[src/rtl/vmem_responder.sv]
// Responder side of the processor's virtual memory bus: decodes BASE_ADDR-relative
// word offsets into keyboard FIFO, tick timer, LEDs, score, sprite positions and an LFSR.
module vmem_responder #(
    parameter int          BASE_ADDR  = 5000,
    parameter int          FIFO_DEPTH = 8,
    parameter int          TICK_DIV   = 50000,
    parameter logic [31:0] LFSR_SEED  = 32'hACE12468
) (
    input  logic         system_clock,
    input  logic         reset,
    input  logic         wren_virtual,
    input  logic [16:0]  address_virtual,
    input  logic [31:0]  data_virtual,
    output logic [31:0]  q_virtual,
    input  logic         ps2_key_valid,
    input  logic [7:0]   ps2_key_data,
    output logic [9:0]   leds,
    output logic [15:0]  score,
    output logic [127:0] sprite_pos
);

    localparam int PTR_W = $clog2(FIFO_DEPTH);
    localparam int CNT_W = PTR_W + 1;
    localparam int PRE_W = (TICK_DIV > 1) ? $clog2(TICK_DIV) : 1;

    localparam logic [16:0]      BASE       = 17'(BASE_ADDR);
    localparam logic [CNT_W-1:0] FIFO_FULL  = CNT_W'(FIFO_DEPTH);
    localparam logic [PRE_W-1:0] PRE_RELOAD = PRE_W'(TICK_DIV - 1);
    localparam logic [31:0]      LFSR_TAPS  = 32'h8020_0003;

    localparam logic [16:0] OFF_KEY_STATUS = 17'd0;
    localparam logic [16:0] OFF_KEY_DATA   = 17'd1;
    localparam logic [16:0] OFF_TIMER      = 17'd2;
    localparam logic [16:0] OFF_LED        = 17'd3;
    localparam logic [16:0] OFF_SCORE      = 17'd4;
    localparam logic [16:0] OFF_RANDOM     = 17'd5;
    localparam logic [16:0] OFF_SPRITE0    = 17'd8;
    localparam logic [16:0] OFF_SPRITE3    = 17'd11;

    logic [16:0] offset;
    logic        in_range;
    logic        mapped;
    logic        sel_sprite;

    logic        prev_wren;
    logic [16:0] prev_addr;
    logic        wr_commit;

    logic [7:0]       fifo_mem [FIFO_DEPTH];
    logic [PTR_W-1:0] rd_ptr;
    logic [PTR_W-1:0] wr_ptr;
    logic [CNT_W-1:0] key_count;
    logic             overflow;
    logic             fifo_empty;
    logic             fifo_full;
    logic             do_pop;
    logic             do_push;
    logic             ovf_set;
    logic             ovf_clr;

    logic [31:0]      timer;
    logic [PRE_W-1:0] prescale;

    logic [31:0] lfsr;
    logic [31:0] lfsr_next;

    logic [9:0]  led_reg;
    logic [15:0] score_reg;
    logic [31:0] sprite_reg [4];

    // ---------------- address decode ----------------
    assign offset     = address_virtual - BASE;
    assign in_range   = (address_virtual >= BASE);
    assign sel_sprite = in_range && (offset >= OFF_SPRITE0) && (offset <= OFF_SPRITE3);
    assign mapped     = (in_range && (offset <= OFF_RANDOM)) || sel_sprite;

    // Edge-detect on (wren, address) so a store held over several cycles acts once.
    assign wr_commit = wren_virtual && (!prev_wren || (prev_addr != address_virtual)) && mapped;

    always_ff @(posedge system_clock) begin
        if (!reset) begin
            prev_wren <= 1'b0;
            prev_addr <= '0;
        end else begin
            prev_wren <= wren_virtual;
            prev_addr <= address_virtual;
        end
    end

    // ---------------- keyboard FIFO ----------------
    assign fifo_empty = (key_count == '0);
    assign fifo_full  = (key_count == FIFO_FULL);
    assign do_pop     = wr_commit && (offset == OFF_KEY_DATA) && !fifo_empty;
    assign do_push    = ps2_key_valid && (!fifo_full || do_pop);
    assign ovf_set    = ps2_key_valid && fifo_full && !do_pop;
    assign ovf_clr    = wr_commit && (offset == OFF_KEY_STATUS);

    always_ff @(posedge system_clock) begin
        if (do_push) begin
            fifo_mem[wr_ptr] <= ps2_key_data;
        end
    end

    // Pointers wrap naturally because FIFO_DEPTH is a power of two.
    always_ff @(posedge system_clock) begin
        if (!reset) begin
            rd_ptr    <= '0;
            wr_ptr    <= '0;
            key_count <= '0;
            overflow  <= 1'b0;
        end else begin
            if (do_push) begin
                wr_ptr <= wr_ptr + 1'b1;
            end
            if (do_pop) begin
                rd_ptr <= rd_ptr + 1'b1;
            end
            case ({do_push, do_pop})
                2'b10:   key_count <= key_count + 1'b1;
                2'b01:   key_count <= key_count - 1'b1;
                default: key_count <= key_count;
            endcase
            if (ovf_set) begin
                overflow <= 1'b1;
            end else if (ovf_clr) begin
                overflow <= 1'b0;
            end
        end
    end

    // ---------------- tick timer ----------------
    // Prescaler is a down-counter; terminal count 0 marks the end of a tick period.
    always_ff @(posedge system_clock) begin
        if (!reset) begin
            timer    <= '0;
            prescale <= PRE_RELOAD;
        end else if (wr_commit && (offset == OFF_TIMER)) begin
            timer    <= data_virtual;
            prescale <= PRE_RELOAD;
        end else if (prescale == '0) begin
            timer    <= timer + 32'd1;
            prescale <= PRE_RELOAD;
        end else begin
            prescale <= prescale - 1'b1;
        end
    end

    // ---------------- LFSR (Galois, x^32+x^22+x^2+x+1) ----------------
    assign lfsr_next = {1'b0, lfsr[31:1]} ^ (lfsr[0] ? LFSR_TAPS : 32'h0);

    always_ff @(posedge system_clock) begin
        if (!reset) begin
            lfsr <= LFSR_SEED;
        end else begin
            lfsr <= lfsr_next;
        end
    end

    // ---------------- output registers ----------------
    always_ff @(posedge system_clock) begin
        if (!reset) begin
            led_reg   <= '0;
            score_reg <= '0;
            for (int i = 0; i < 4; i++) begin
                sprite_reg[i] <= '0;
            end
        end else if (wr_commit) begin
            if (offset == OFF_LED) begin
                led_reg <= data_virtual[9:0];
            end
            if (offset == OFF_SCORE) begin
                score_reg <= data_virtual[15:0];
            end
            if (sel_sprite) begin
                sprite_reg[offset[1:0]] <= data_virtual;
            end
        end
    end

    assign leds  = led_reg;
    assign score = score_reg;

    always_comb begin
        sprite_pos = '0;
        for (int i = 0; i < 4; i++) begin
            sprite_pos[32*i +: 32] = sprite_reg[i];
        end
    end

    // ---------------- read mux ----------------
    always_comb begin
        q_virtual = '0;
        if (sel_sprite) begin
            q_virtual = sprite_reg[offset[1:0]];
        end else if (in_range) begin
            case (offset)
                OFF_KEY_STATUS: q_virtual = {26'b0, overflow, 4'(key_count), fifo_empty};
                OFF_KEY_DATA:   q_virtual = fifo_empty ? 32'h0 : {24'b0, fifo_mem[rd_ptr]};
                OFF_TIMER:      q_virtual = timer;
                OFF_LED:        q_virtual = {22'b0, led_reg};
                OFF_SCORE:      q_virtual = {16'b0, score_reg};
                OFF_RANDOM:     q_virtual = lfsr;
                default:        q_virtual = '0;
            endcase
        end
    end

endmodule

[config.mk]
export PLATFORM = sky130hd
export DESIGN_NAME = vmem_responder
export DESIGN_NICKNAME = d
export VERILOG_FILES = /design/src/rtl/vmem_responder.sv
export SDC_FILE = /design/constraint.sdc
export NUM_CORES = 1
export LEC_CHECK = 0
export BUFFER_PORTS_ARGS = -buffer_cell sky130_fd_sc_hd__buf_2
export CORE_UTILIZATION = 45
export CTS_BUF_LIST = sky130_fd_sc_hd__clkbuf_8
export CTS_CLUSTER_SIZE = 28
export DETAILED_ROUTE_END_ITERATION = 10
export HOLD_SLACK_MARGIN = 0.05
export PLACE_DENSITY = 0.66
export SLEW_MARGIN = 0
export SYNTH_ARGS = -nofsm -noshare
export SYNTH_HDL_FRONTEND = slang
export SYNTH_SLANG_ARGS = --single-unit
[constraint.sdc]
create_clock -name system_clock -period 17.27 [get_ports system_clock]
set_input_delay 1.727 -clock system_clock [delete_from_list [all_inputs] [get_ports system_clock]]
set_output_delay 1.727 -clock system_clock [all_outputs]
set_load 0.005 [all_outputs]
== Word-level counts from Yosys, hierarchy flattened ==
Memories as Yosys holds them, arrays and structs flattened. A register that Yosys moved wholly into a read port is not among the register bits.
Cells that the tools add are included.
Word-level totals
  register bits after elaboration: 135
  RAM bits: 192
  input bits: 61
  output and inout bits: 186
  logic and storage cells: 86
  memories: 2
Operators by class
  $add $sub $neg: 7
  $lt $le $gt $ge: 4
  equality and inequality tests: 9
  mux-type cells: 22
  bitwise logic cells: 2
  reduce and logical (&&, ||, !) cells: 29
Memories
  sprite_reg: depth 4, width 32, rd ports 5, clocked after Yosys merged registers in 0, wr ports 4, line 69  | logic [31:0] sprite_reg [4];
  fifo_mem: depth 8, width 8, rd ports 1, clocked after Yosys merged registers in 1, wr ports 1, line 49  | logic [7:0] fifo_mem [FIFO_DEPTH];
Operator list (count)
  $mux 32: 6
  $pmux 32 s6: 1
  $eq 17x2->1 const B: 2
  $eq 17x3->1 const B: 2
  $add 32x1->32 const B: 1
  $reduce_or 32->1: 1
  $xor 31x32->32: 1
  $eq 17x1->1 const B: 1
  $ge 17x13->1 const B: 1
  $ge 17x4->1 const B: 1
  $le 17x3->1 const B: 1
  $le 17x4->1 const B: 1
  $logic_not 17->1: 1
  $ne 17x17->1: 1
  $sub 17x13->17 const B: 1
  $logic_not 16->1: 1
  $sub 16x1->16 const B: 1
  $logic_and 1x1->1: 12
  $mux 1: 10
  $mux 8: 1
  $pmux 4 s2: 1
  $add 3x1->3 const B: 2
  $mux 3: 2
  $reduce_bool 2->1: 3
  other kinds (12): 18

== Logic depth before layout (Yosys ltp) ==
  word-level depth: 12
  gate-level depth with buffers: 15
  mapped depth without buffers: 13

== Worst setup path after synthesis ==
No wires, ideal clock.
  path type: input-to-reg
  from: input address_virtual[3]
  to: memory sprite_reg[3][0] (enable)
  setup time: 0.470 ns
  arrival time: 6.285 ns
  data required time: 16.800 ns
  path slack: 10.515 ns
  cell stages on the path: 10
  path buffers: 2
  path through: clkbuf_1 > inv_1 > ha_1 > or3b_2 > a311oi_1 > xnor2_1 > nand4_1 > or2_2 > buf_2 > o31ai_1
RTL lines
  from (decl): line 12  | input logic [16:0] address_virtual,
  to (decl): line 69

== Worst setup path after layout ==
  from: input address_virtual[3]
  to: output q_virtual[11]
Between the ends
  longest elaborated chain between the ends: 5
  elaborated cells between the ends (all ways): 15
  those cells by class: add/sub (1); order compare (3); eq/ne (5); mux (3); reduce/logical (3)
Ends and longest elaborated chain
  $sub 17x13->17: line 72  | assign offset = address_virtual - BASE;
  $ge 17x4->1, or another cell as far along: line 74  | assign sel_sprite = in_range && (offset >= OFF_SPRITE0) && (offset <= OFF_SPRITE3);
  $logic_and 1x1->1 or $pmux 32 s6 (tied branches): line 74, 196
  $logic_and 1x1->1 or $mux 32 (tied branches): line 74, 195
  $mux 32 (*): line 193  | if (sel_sprite) begin
  to (decl): line 14  | output logic [31:0] q_virtual,
Mark *: on every way between the ends. The rest lies on a longest branch, timed or not.

==> flow_summary_export.csv <==
group,metric,value,unit
run_status,status,"finished clean",
grt,grt-busiest-layer,"met2",
cells_and_area,final_cells,2013,
sta,finClkSkew,0.0342,ns
clock_tree,cts_sinks,330,
sta,hold_viol_final,0,
grt,antenna_found_initial,2,
pwr,peakVddDrop,0.0608,mV
clock_tree,cts_tree,"done",
critical_path,r2r_setup_slack,13.88,ns
synthesis,yosysWarnings,0,
clock_tree,clock_latency,0.59,ns
clock_tree,cts_resized,0,
critical_path,start_kind,"input pin",
floorplanning,fp.dieW,186,um
pwr,power_frac_seq,0.525,
cells_and_area,final_cell_mix,"buf_2, edfxtp_1, dfxtp_1",
synthesis,synthFlopType,"edfxtp_1",
synthesis,ys_ff_latch,330,
run,cap_viol_max_count,0,
critical_path,r2r_start,"prescale[0]$_SDFF_PP1_",
critical_path,crit_family,"simple AND/OR/NAND/NOR gates",
critical_path,cpMaxStageDelayCell,"nor3_4",
synthesis,ys_top_cells_by_area,"edfxtp_1, dfxtp_1, mux4_2",
cells_and_area,utilization,0.538,
floorplanning,die_area,34700,um^2
detailed_routing,drtPass1Iterations,6,
cells_and_area,nets,1589,
synthesis,synth_cell_types,69,
grt,grt_use_met2,0.381,
grt,use_met3,0.0391,
critical_path,path_common_cell,"buf_2",
detailed_routing,vias_per_cell,5.49,
detailed_routing,drt_wl_total,41300,um
critical_path,r2r_cells,10,
critical_path,cp.required,15.54,ns
grt,grt_max_degree,92,
cells_and_area,multi_input_comb_area,6160,um^2
clock_tree,numCtsBuffers,55,
synthesis,synth_nets,1354,
grt,use_met1,0.325,
pwr,leakagePower,0.00774,uW
pwr,clkPwrFrac,0.404,
synthesis,syn_area,15300,um^2
pwr,p_per_area,93.0,nW/um^2
pwr,pwr-share-comb,0.071,
sta,finalSetupTns,0,ns
worst_hold_path,hold_path_depth,1,
sta,drv_slew,0,
critical_path,cp_cell_sequence,"buf_2 -> inv_1 -> ha_1 -> or3b_2 -> a311oi_1 -> xnor2_1 -> nand3_1 -> or3b_1 -> nor3_4 -> a222oi_1 -> o22ai_1 -> buf_2",
critical_path,slowest_delay,0.94,ns
synthesis,syn_avg_cell_area,11.9,um^2
sta,slew_headroom,0.200,
synthesis,synth-edff-count,192,
sta,worst_pin_slew,1.20,ns
clock_tree,clockBufferDepth,3,
synthesis,synth_top_area_cell,"edfxtp_1",
cells_and_area,largest_reg_flops,128,
cells_and_area,area.sequential,8530,um^2
clock_tree,cts_max_level,2,
synthesis,syn_inst,1284,
critical_path,path_max_fanout,22,
pwr,p_sw_frac,0.238,
floorplanning,initial_utilization,0.457,
worst_hold_path,min_to,"prescale[0]$_SDFF_PP1_",
sta,finalCritPeriodShare,0.424,
sta,fin_crit,7.32,ns
floorplanning,die_h,186,um
critical_path,worstReg2RegEnd,"timer[21]$_SDFFE_PN0P_",
floorplanning,rows,67,
grt,grt_usage,0.236,
clock_tree,cts-root-buf,"clkbuf_8",
sta,timing.fmax,137,MHz
worst_hold_path,min_path_type,"register to register",
placed_design,dp_hpwl,28100,um
placed_design,dp.cells,1910,
clock_tree,cts_setup_buffers,0,
floorplanning,coreArea,33400,um^2
detailed_routing,drc,0,
detailed_routing,wl_per_cell,20.5,um
sta,fin_hold_ws,0.403,ns
pwr,power,1670,uW
clock_tree,cts_hold_buf,0,
floorplanning,ios,247,
pwr,p_switching,397,uW
cells_and_area,area_growth,17.7,%
synthesis,yosys.area.top_type_share,0.377,
pwr,p_int,1270,uW
synthesis,synth-async-reset-ratio,0,
critical_path,cp-end-kind,"output pin",
clock_tree,path_clk_slew,0.06,ns
worst_hold_path,min_from,"prescale[0]$_SDFF_PP1_",
sta,finalSetupViolations,0,
critical_path,crit_buf_inv,3,
cells_and_area,final_common_cell,"buf_2",
critical_path,arrival,5.59,ns
detailed_routing,drtAntennaViolNets,0,
sta,rsz0062_at_grt,"false",
grt,grt_pass1_vias,10600,
detailed_routing,first_iter_violations,709,
critical_path,criticalPathCategory,"input pin to output pin",
cells_and_area,layout-drive-gt1-share,0.271,
synthesis,ys_seq_area_frac,0.558,
grt,overflow,0,
placed_design,io_buffers,246,
placed_design,place_congestion,0.848,
grt,grt_pass1_wl,62100,um
cells_and_area,nFillCells,2961,
detailed_routing,vias,11000,
Yosys cell counts, types with 3 or more instances:
master,instances
edfxtp_1,192
dfxtp_1,138
nand2_1,107
nor2_1,72
and2_1,67
inv_1,64
and3_1,61
clkbuf_1,49
mux4_2,48
mux2i_1,45
xor2_1,40
xnor2_1,35
nor2b_1,31
o211a_1,31
o22ai_1,24
nand3_1,23
a22oi_1,21
nand2b_1,20
nor3_1,19
buf_1,18
buf_2,17
nand4_1,13
nor4_1,13
o21ai_0,12
ha_1,9
and4_1,7
o22ai_2,7
or3_1,7
a21oi_1,6
a222oi_1,6
a32oi_1,6
or4_1,6
mux2_2,5
a31oi_1,4
buf_6,4
nor3b_1,4
o31ai_1,4
o221ai_1,3
o32a_1,3
or2_2,3
final cells by class:
cell class | instances | area share
diodes | 2 | 0.000278
clock buffers | 64 | 0.0490
clock inverters | 37 | 0.0115
inverters | 64 | 0.0134
multi-input cells | 800 | 0.342
flip-flops and latches | 330 | 0.474
well taps | 448 | 0.0312
repair buffers | 268 | 0.0779
through the flow:
| step | worst slack [ns] | instance area (um^2) |
|---|---|---|
| 6_report | 9.95 | 18000 |
| 2_1_floorplan | 10.52 | 15300 |
| 3_5_place_dp | 9.99 | 16900 |
| 5_1_grt | 9.67 | 18000 |
| 4_1_cts | 9.98 | 18000 |
| 3_3_place_gp | 10.05 | 16900 |
kinds of logic (layout without fill, tap and decap cells):
family / Yosys count / count (layout) / synth area share
and+or+nand+nor: 475 / 475 / 0.170
DFF: 330 / 330 / 0.558
buffers and inverters: 154 / 433 / 0.0417
AOI/OAI and AO/OA: 143 / 143 / 0.0762
muxes: 98 / 98 / 0.104
xor gates and xnor gates: 75 / 75 / 0.0430
adders and majority gates: 9 / 9 / 0.00737
other: 0 / 2 / 0
layer usage:
| layer | up-vias | share of wire |
|---|---|---|
| li1 | 5163 | - |
| met1 | 5419 | 0.45 |
| met2 | 384 | 0.47 |
| met3 | 77 | 0.063 |
| met4 | 0 | 0.023 |
| met5 | - | 0 |
power by group through the flow:
stage	clock network (uW)	logic, uW	registers [uW]
final	676	118	877
after global routing	729	130	880
after CTS	692	119	877
after detailed placement	0	118	894
after global placement	0	117	893
after floorplan	0	63.7	890
worst max-delay path by stage:
stage                                   from                    endpoint  slack (ns)  depth (start not counted)
final                     address_virtual[3]               q_virtual[11]        9.95                         12
after global routing      address_virtual[3]               q_virtual[11]        9.67                         12
after CTS                 address_virtual[3]               q_virtual[11]        9.98                         12
after detailed placement  address_virtual[3]               q_virtual[11]        9.99                         12
after global placement    address_virtual[3]               q_virtual[10]       10.05                         12
after floorplan           address_virtual[3]  sprite_reg[3][0]$_DFFE_PP_       10.52                         10
Note: power is estimated with default switching activity, not from simulation.
